`src/rtl/mdu_pkg.sv`:
```
// rtl/mdu_pkg.sv - shared encodings and constants for the multiply/divide unit
//
// Purpose: op codes, FSM state encoding and fixed result constants used by
// mult_div_unit and its testbench.
// Ports: none (package).

package mdu_pkg;

    typedef enum logic [2:0] {
        OP_MULT  = 3'd0,
        OP_MULTU = 3'd1,
        OP_DIV   = 3'd2,
        OP_DIVU  = 3'd3,
        OP_MTHI  = 3'd4,
        OP_MTLO  = 3'd5
    } op_e;

    typedef enum logic [1:0] {
        ST_IDLE = 2'd0,
        ST_CALC = 2'd1,
        ST_FIX  = 2'd2
    } state_e;

    // Quotient reported for any divide by zero, signed or unsigned.
    localparam logic [31:0] DIV0_QUOT = 32'hFFFF_FFFF;

    // Counter load value: 32 iterations counted 31 down to 0.
    localparam logic [4:0] ITER_LAST = 5'd31;

    // True for ops that run through CALC/FIX.
    function automatic logic is_iter_op(input logic [2:0] op);
        return (op == OP_MULT) || (op == OP_MULTU) || (op == OP_DIV) || (op == OP_DIVU);
    endfunction

    // True for ops whose operands are interpreted as two's complement.
    function automatic logic is_signed_op(input logic [2:0] op);
        return (op == OP_MULT) || (op == OP_DIV);
    endfunction

endpackage

```
`src/rtl/mult_div_unit_sign_fix.sv`:
```
// rtl/mult_div_unit_sign_fix.sv - conditional two's-complement negate
//
// Purpose: result = negate ? -value : value, purely combinational. Used both to
// take operand magnitudes and to restore result signs.
// Ports:
//   value  in  W : input word
//   negate in  1 : negate when high
//   result out W : value or its two's complement

module sign_fix #(
    parameter int W = 32
) (
    input  logic [W-1:0] value,
    input  logic         negate,
    output logic [W-1:0] result
);

    assign result = negate ? (~value + W'(1)) : value;

endmodule

```
`src/rtl/mult_div_unit.sv`:
```
// rtl/mult_div_unit.sv - iterative MIPS multiply/divide unit owning HI and LO
//
// Purpose: executes MULT/MULTU/DIV/DIVU in 32 iterations (one bit per edge)
// plus one sign fix-up edge, and MTHI/MTLO in a single edge.
// Ports:
//   clk      in  1      : clock, all state changes on the rising edge
//   rst      in  1      : synchronous active-high reset, aborts any op
//   start    in  1      : request strobe, accepted only while idle
//   op       in  3      : operation code (mdu_pkg::op_e)
//   rs_data  in  DATA_W : dividend / multiplicand / MTHI-MTLO source
//   rt_data  in  DATA_W : divisor / multiplier
//   busy     out 1      : iterative op in flight
//   done     out 1      : one-cycle pulse when HI/LO take a MULT/DIV result
//   hi       out DATA_W : HI register
//   lo       out DATA_W : LO register

module mult_div_unit
    import mdu_pkg::*;
#(
    parameter int DATA_W = 32
) (
    input  logic              clk,
    input  logic              rst,
    input  logic              start,
    input  logic [2:0]        op,
    input  logic [DATA_W-1:0] rs_data,
    input  logic [DATA_W-1:0] rt_data,
    output logic              busy,
    output logic              done,
    output logic [DATA_W-1:0] hi,
    output logic [DATA_W-1:0] lo
);

    localparam int ACC_W = 2 * DATA_W;

    state_e              state;
    state_e              state_nxt;
    logic [4:0]          cnt;
    logic [ACC_W-1:0]    acc;       // multiply: {partial product, multiplier}; divide: {remainder, quotient}
    logic [DATA_W-1:0]   opnd;      // multiplicand or divisor magnitude
    logic [DATA_W-1:0]   rs_raw;    // untouched dividend, reported as HI on divide by zero
    logic                is_div;
    logic                div_zero;
    logic                neg_q;     // negate product / quotient
    logic                neg_r;     // negate remainder
    logic                in_fix;

    logic                idle_start;
    logic                neg_rs_in;
    logic                neg_rt_in;
    logic [DATA_W-1:0]   rs_mag;
    logic [DATA_W-1:0]   rt_mag;

    logic [DATA_W:0]     mul_sum;
    logic [ACC_W-1:0]    mul_next;
    logic [DATA_W:0]     div_top;
    logic [DATA_W:0]     div_diff;
    logic                div_ge;
    logic [ACC_W-1:0]    div_next;

    logic [ACC_W-1:0]    res_fixed;
    logic [DATA_W-1:0]   rem_fixed;

    // ------------------------------------------------------------------
    // Operand magnitudes
    // ------------------------------------------------------------------
    assign idle_start = start && (state == ST_IDLE);
    assign neg_rs_in  = is_signed_op(op) && rs_data[DATA_W-1];
    assign neg_rt_in  = is_signed_op(op) && rt_data[DATA_W-1];

    sign_fix #(.W(DATA_W)) u_rs_mag (.value(rs_data), .negate(neg_rs_in), .result(rs_mag));
    sign_fix #(.W(DATA_W)) u_rt_mag (.value(rt_data), .negate(neg_rt_in), .result(rt_mag));

    // ------------------------------------------------------------------
    // One iteration of each algorithm
    // ------------------------------------------------------------------
    // Shift-add: add the multiplicand into the upper half when the current
    // multiplier bit (acc LSB) is set, then shift the whole accumulator right;
    // the carry out of the add becomes the new MSB.
    assign mul_sum  = {1'b0, acc[ACC_W-1:DATA_W]} + {1'b0, opnd};
    assign mul_next = acc[0] ? {mul_sum, acc[DATA_W-1:1]}
                             : {1'b0, acc[ACC_W-1:DATA_W], acc[DATA_W-1:1]};

    // Restoring divide: the shifted remainder needs 33 bits because it can
    // reach twice a divisor that is itself close to 2^32.
    assign div_top  = acc[ACC_W-1:DATA_W-1];
    assign div_diff = div_top - {1'b0, opnd};
    assign div_ge   = (div_top >= {1'b0, opnd});
    assign div_next = {(div_ge ? div_diff[DATA_W-1:0] : div_top[DATA_W-1:0]),
                       acc[DATA_W-2:0], div_ge};

    // ------------------------------------------------------------------
    // Result sign fix-up. The low half of a 64-bit negate equals the 32-bit
    // negate of the low half, so the product fixer also yields the quotient.
    // ------------------------------------------------------------------
    sign_fix #(.W(ACC_W))  u_res_fix (.value(acc), .negate(neg_q), .result(res_fixed));
    sign_fix #(.W(DATA_W)) u_rem_fix (.value(acc[ACC_W-1:DATA_W]), .negate(neg_r), .result(rem_fixed));

    // ------------------------------------------------------------------
    // FSM: state register
    // ------------------------------------------------------------------
    always_ff @(posedge clk) begin
        if (rst) begin
            state <= ST_IDLE;
        end else begin
            state <= state_nxt;
        end
    end

    // FSM: next state
    always_comb begin
        state_nxt = state;
        case (state)
            ST_IDLE: if (start && is_iter_op(op)) state_nxt = ST_CALC;
            ST_CALC: if (cnt == 5'd0)             state_nxt = ST_FIX;
            ST_FIX:                               state_nxt = ST_IDLE;
            default:                              state_nxt = ST_IDLE;
        endcase
    end

    // FSM: outputs
    always_comb begin
        busy   = (state != ST_IDLE);
        in_fix = (state == ST_FIX);
    end

    // ------------------------------------------------------------------
    // Datapath and HI/LO
    // ------------------------------------------------------------------
    always_ff @(posedge clk) begin
        if (rst) begin
            cnt      <= 5'd0;
            acc      <= '0;
            opnd     <= '0;
            rs_raw   <= '0;
            is_div   <= 1'b0;
            div_zero <= 1'b0;
            neg_q    <= 1'b0;
            neg_r    <= 1'b0;
            done     <= 1'b0;
            hi       <= '0;
            lo       <= '0;
        end else begin
            done <= in_fix;
            if (idle_start) begin
                case (op)
                    OP_MTHI: hi <= rs_data;
                    OP_MTLO: lo <= rs_data;
                    OP_MULT, OP_MULTU: begin
                        acc    <= {{DATA_W{1'b0}}, rt_mag};
                        opnd   <= rs_mag;
                        is_div <= 1'b0;
                        neg_q  <= neg_rs_in ^ neg_rt_in;
                        neg_r  <= 1'b0;
                        cnt    <= ITER_LAST;
                    end
                    OP_DIV, OP_DIVU: begin
                        acc      <= {{DATA_W{1'b0}}, rs_mag};
                        opnd     <= rt_mag;
                        rs_raw   <= rs_data;
                        div_zero <= (rt_data == '0);
                        is_div   <= 1'b1;
                        neg_q    <= neg_rs_in ^ neg_rt_in;
                        neg_r    <= neg_rs_in;
                        cnt      <= ITER_LAST;
                    end
                    default: ;
                endcase
            end else if (state == ST_CALC) begin
                acc <= is_div ? div_next : mul_next;
                if (cnt != 5'd0) begin
                    cnt <= cnt - 5'd1;
                end
            end else if (in_fix) begin
                if (!is_div) begin
                    hi <= res_fixed[ACC_W-1:DATA_W];
                    lo <= res_fixed[DATA_W-1:0];
                end else if (div_zero) begin
                    hi <= rs_raw;
                    lo <= DIV0_QUOT;
                end else begin
                    hi <= rem_fixed;
                    lo <= res_fixed[DATA_W-1:0];
                end
            end
        end
    end

endmodule

```
`config.mk`:
```
export PLATFORM = sky130hd
export DESIGN_NAME = mult_div_unit
export DESIGN_NICKNAME = d
export VERILOG_FILES = /design/src/rtl/mdu_pkg.sv /design/src/rtl/mult_div_unit_sign_fix.sv /design/src/rtl/mult_div_unit.sv
export SDC_FILE = /design/constraint.sdc
export NUM_CORES = 1
export LEC_CHECK = 0
export CORE_UTILIZATION = 50
export DETAILED_ROUTE_END_ITERATION = 7
export GPL_ROUTABILITY_DRIVEN = 1
export PLACE_DENSITY_LB_ADDON = 0.12
export SETUP_SLACK_MARGIN = 0.15
export SYNTH_ARGS = -nofsm -noshare
export SYNTH_HDL_FRONTEND = slang
export SYNTH_HIERARCHICAL = 1
export SYNTH_SLANG_ARGS = --single-unit
```
`constraint.sdc`:
```
create_clock -name clk -period 5.3 [get_ports clk]
set_input_delay 1.06 -clock clk [delete_from_list [all_inputs] [get_ports clk]]
set_output_delay 1.06 -clock clk [all_outputs]
set_load 0.01 [all_outputs]
```
# --- Yosys cells after proc, flatten, opt, wreduce, memory -nomap -nowiden ---
# Index checks and enable logic that the tools add are counted.
# W data, S select, Z words.
totals:
  reg_bits: 204
  inputBits: 70
  wordCells: 100
op_classes:
  addsub: 7
  eq_ne: 14
  reduce_logical: 29
  n_lt_le_gt_ge: 1
  bitwise_logic: 5
  mux: 32
ops:
  columns: ["operator", "count"]
  rows:
  - ["$mux W32", 16]
  - ["$mux W64", 5]
  - ["$pmux W64 S2", 1]
  - ["$add A32 B1 Y32 const B", 3]
  - ["$not A32 Y32", 3]
  - ["$add A64 B1 Y64 const B", 1]
  - ["$not A64 Y64", 1]
  - ["$pmux W32 S2", 1]
  - ["$add A32 B32 Y33", 1]
  - ["$ge A33 B32 Y1", 1]
  - ["$logic_not A32 Y1", 1]
  - ["$sub A32 B32 Y32", 1]
  - ["$mux W5", 4]
  - ["$reduce_and A2 Y1", 5]
  - ["$reduce_bool A2 Y1", 5]
  - ["$reduce_and A3 Y1", 3]
  - ["$eq A3 B2 Y1 const B", 2]
  - ["$eq A3 B3 Y1 const B", 2]
  - ["$ne A2 B1 Y1 const B", 3]
  - ["$ne A2 B2 Y1 const B", 3]
  - ["$logic_not A5 Y1", 1]
  - ["$reduce_bool A5 Y1", 1]
  - ["$sub A5 B1 Y5 const B", 1]
  - ["$logic_and A1 B1 Y1", 4]
  - ["other kinds (13)", 19]

# --- Depth between registers and ports, before layout ---
logic_depth:
  depth_word: 8
  ltp_mapped: 14
  ltp_nobuf: 13

# --- Modules after synthesis ---
# Netlist, hierarchy kept.
modules_own_cells:
  columns: ["mod", "seq_area_each_um2", "cells_per_inst", "instances", "area_each_um2"]
  rows:
  - ["mult_div_unit", 4083.9, 1873, 1, 13873.3]
  - ["sign_fix at u_rem_fix ...", 0.0, 99, 3, 777.0]
  - ["sign_fix at u_res_fix", 0.0, 206, 1, 1649.1]

# --- Worst setup path after synthesis ---
# No wires, ideal clock.
synth_timing:
  kind: "register -> register"
  from: "register acc[32]"
  to: "register acc[59]"
  setup_ps: 86
  setup_slack_ps: 2326
  path_stages_with_launch: 13
  period_less_slack_ps: 2974
  arrival_time_ps: 2888
  required_time_ps: 5214
  n_path_buf: 0
  cell_sequence: "dfxtp_1 -> ha_1 -> inv_1 -> fa_1 -> nand2b_1 -> a21oi_1 -> o22ai_1 -> o21ai_2 -> a211oi_4 -> o21a_1 -> o31a_1 -> o311a_1 -> a211oi_1"
synth_between:
  elab_chain_cells: 5
synth_lines:
  columns: ["item", "line_no", "text"]
  rows:
  - ["start: declaration", "mult_div_unit.sv:39", "logic [ACC_W-1:0] acc;"]
  - ["start signal: assignment", "mult_div_unit.sv:150", "acc <= {{DATA_W{1'b0}}, rt_mag};"]
  - ["start signal: assignment", "mult_div_unit.sv:158", "acc <= {{DATA_W{1'b0}}, rs_mag};"]
  - ["start signal: assignment", "mult_div_unit.sv:170", "acc <= is_div ? div_next : mul_next;"]
  - ["$add A32 B32 Y33, or another cell as far along", "mult_div_unit.sv:80", "assign mul_sum = {1'b0, acc[ACC_W-1:DATA_W]} + {1'b0, opnd};"]
  - ["$mux W64 or $mux W32 (tied branches)", "mult_div_unit.sv:81, mult_div_unit.sv:89", null]
  - ["$mux W64 (*)", "mult_div_unit.sv:170", null]
  - ["$mux W64 (*)", "mult_div_unit.sv:169", "end else if (state == ST_CALC) begin"]
  - ["$mux W64 (*)", "mult_div_unit.sv:145", "if (idle_start) begin"]
# Mark *: on every way between the ends. The rest lies on a longest branch, timed or not. The select of a mux whose other input is x is not followed.
# A chain may end at the register's enable or synchronous reset.

# --- Worst setup path after layout ---
# Ends and elaborated chain as after synthesis.

==> impl_metrics.csv <==
group,metric,value,unit
status,outcome,"complete, no violations",
worst_setup_path,cp_max_fo,14,
synthesis,netlist_top_cells_area,"dfxtp_1 23%, xnor2_1 9.2%, nand2_1 7.9%",
timing,finalHoldViolations,0,
grt,grt.overflow.total,0,
worst_setup_path,slowest_delay,0.75,ns
routing,firstDrtPassIters,6,
floorplan,start_util,0.513,
synthesis,syn_avg_cell_area,7.51,sq um
timing,setup_tns,0,ns
clocking,cts_repair_resize_count,0,
worst_setup_path,start_kind,"flip-flop",
synthesis,synth_nets,2518,
floorplan,core_area,34800,sq um
timing,period_share,0.727,
timing,drv_slew,0,
synthesis,yosysUniqueCellTypes,94,
timing,maxSlewHeadroom,0.272,
finish,seqCellArea,4090,sq um
grt,antenna_found_initial,1,
clocking,clock_latency,0.55,ns
grt,grtUsageMet2,0.589,
finish,multi_input_area,12900,sq um
placement,io_buffers,135,
timing,fmax,260,MHz
clocking,cts.path.max_buffers,3,
worst_setup_path,cp.arrival,4.31,ns
worst_setup_path,end_kind,"flip-flop",
finish,drive_gt1_frac,0.0830,
grt,grt-busiest-layer,"met2",
clocking,clock-sinks,204,
timing,hold_slack,0.455,ns
power_and_ir_drop,finalPower,5.11,mW
routing,num_vias,19100,
grt,grt_pass1_wl,106,mm
power_and_ir_drop,peakVddDrop,0.000237,V
grt,grt_util_all_layers,0.378,
timing,setup_viol,0,
grt,grt.met3_usage,0.0766,
worst_setup_path,crit_chain,"ha_1 > inv_1 > fa_1 > nand2b_1 > a21oi_1 > o22ai_1 > o21ai_2 > a211oi_4 > o21a_1 > o31a_1 > o311a_1 > a211oi_1",
synthesis,dominantRegCellSynth,"dfxtp_1",
floorplan,row_count,68,
min_path,hold_class,"flip-flop to flip-flop",
synthesis,ys_warn_count,6,
clocking,cts_setup_buffers,0,
clocking,hold_buffers,0,
clocking,cts_root_buffer,"clkbuf_16",
clocking,cts_buffers,25,
routing,drc_errors,0,
synthesis,synthArstFlopShare,0,
worst_setup_path,cp_top_family,"compound AO/OA/AOI/OAI gates",
worst_setup_path,path_class,"flip-flop to flip-flop",
power_and_ir_drop,power_density,251,nW/um^2
synthesis,synth-seq-cells,204,
grt,grt_max_degree,95,
clocking,clk_pin_slew,0.06,ns
worst_setup_path,slowest_stage,"dfxtp_1",
finish,final_util,0.585,
floorplan,io_pins,136,
placement,dp_cells,2847,
finish,n_antenna_cell,0,
timing,finClkSkew,0.0229,ns
worst_setup_path,cp.required,5.75,ns
worst_setup_path,crit_buf_inv,1,
grt,use_met1,0.515,
finish,area_growth,14.0,%
timing,tightest_slew,1.09,ns
routing,drt_wl_total,70.2,mm
floorplan,dieWidth,191,um
grt,grt_pass1_vias,17500,
synthesis,synth_area,17900,sq um
timing,grt_setup_unrepaired,"no",
placement,finalWeightedCongestion,1.05,
flow_run,cap_viol_max_count,0,
synthesis,postSynthCellCount,2376,
synthesis,yosys.area.top_type_share,0.229,
routing,avgRoutedWirePerCell,24.3,um
finish,finalNonFillerCells,2890,
floorplan,fp.dieH,191,um
routing,final_antenna_net_count,0,
clocking,ctsHtreeMaxLevel,1,
timing,min_period,3.85,ns
synthesis,synth_edf_count,0,
routing,first_iter_violations,2150,
routing,vias_per_cell,6.61,
finish,num-fill-cells,3345,
placement,dpl.hpwl,52.4,mm
synthesis,post-synth-top-area-cell,"dfxtp_1",
power_and_ir_drop,cellLeakagePower,7.32,nW
floorplan,die_area,36500,sq um
finish,layout.nets,2561,
clocking,cts_tree,"yes",
synthesis,synth_seq_area_share,0.229,
==> state kept, by name, summed over array words and instances (netlist names) <==
| name | cells |
|---|---|
| neg_q | 1 |
| hi | 32 |
| acc | 64 |
| done | 1 |
| opnd | 32 |
| state | 2 |
| neg_r | 1 |
| is_div | 1 |
| div_zero | 1 |
| rs_raw | 32 |
| lo | 32 |
| cnt | 5 |
==> layout make-up <==
class                           count  share of cell area
Clock buffer                       35              0.0360
Clock inverter                      8             0.00596
Inverter                           65              0.0120
Multi-Input combinational cell   1938               0.632
Sequential cell                   204               0.201
Tap cell                          455              0.0280
Timing Repair Buffer              185              0.0847
==> final timing paths <==
kind	start	endpoint	slack, ns	depth (start not counted)
worst max-delay path	acc[32]	acc[59]	1.45	12
worst min-delay path	rs_raw[11]	rs_raw[11]	0.46	2
worst max register to register	acc[32]	acc[59]	1.45	12
worst min register to register	rs_raw[11]	rs_raw[11]	0.46	2
==> worst register-to-register path, cell delays in order, from the launching register on <==
cell and delay (ns):
dfxtp_1 0.75, ha_1 0.34, inv_1 0.07, fa_1 0.42, nand2b_1 0.19, a21oi_1 0.23, o22ai_1 0.22, o21ai_2 0.31
a211oi_4 0.18, o21a_1 0.27, o31a_1 0.30, o311a_1 0.34, a211oi_1 0.16
==> kinds of logic after synthesis <==
group,Yosys count,share of synthesized area
DFF,204,0.229
adders and majority gates,72,0.0513
muxes,81,0.0464
xor gates and xnor gates,208,0.102
and+or+nand+nor,847,0.231
buffers and inverters,234,0.0520
AOI/OAI and AO/OA,730,0.289
==> metal layers <==
| metal | routed length [um] | vias to the layer above |
|---|---|---|
| li1 | - | 8760 |
| met4 | 2490 | 2 |
| met5 | 13 | - |
| met3 | 7200 | 164 |
| met2 | 30600 | 1065 |
| met1 | 29900 | 9103 |
==> through the flow <==
step           area [sq um]  setup slack [ns]
6_report              20400              1.45
5_1_grt               20400              1.29
4_1_cts               20400              1.49
3_5_place_dp          19500              1.27
3_3_place_gp          19500              1.38
2_1_floorplan         17900              2.33
==> placed cells by master (no fill, tap or decap), types with 14 or more instances in the layout <==
cell type / Yosys / routed
a211oi_1: 32 / 32
a21o_1: 35 / 35
a21oi_1: 200 / 200
a22o_1: 14 / 14
a311oi_1: 86 / 86
a31oi_1: 20 / 20
buf_4: 4 / 51
clkbuf_16: 0 / 25
clkdlybuf4s50_1: 0 / 134
dfxtp_1: 204 / 200
ha_1: 70 / 70
inv_1: 64 / 64
mux2_2: 14 / 14
mux2i_1: 67 / 67
nand2_1: 378 / 377
nand2b_1: 21 / 21
nand3_1: 30 / 30
nand4_1: 24 / 24
nor2_1: 215 / 211
nor2b_1: 27 / 26
nor3_1: 35 / 34
nor4_1: 19 / 19
o211ai_1: 47 / 47
o21ai_0: 111 / 111
o31ai_1: 52 / 52
o41ai_1: 25 / 25
o41ai_2: 16 / 16
or3_1: 14 / 14
xnor2_1: 188 / 188
xor2_1: 20 / 20
==> report_power, final <==
part	internal (mW)	switching, mW
Combinational	0.554	1.00
Sequential	1.61	0.122
Clock	1.10	0.714
Total	3.27	1.84
==> Yosys cell counts (20+ instances only) <==
master,n
a211oi_1,32
a21o_1,35
a21oi_1,200
a311oi_1,86
a31oi_1,20
buf_1,21
clkbuf_1,131
dfxtp_1,204
ha_1,70
inv_1,64
mux2i_1,67
nand2_1,378
nand2b_1,21
nand3_1,30
nand4_1,24
nor2_1,215
nor2b_1,27
nor3_1,35
o211ai_1,47
o21ai_0,111
o31ai_1,52
o41ai_1,25
xnor2_1,188
xor2_1,20
Power figures use the tool's default switching activity.
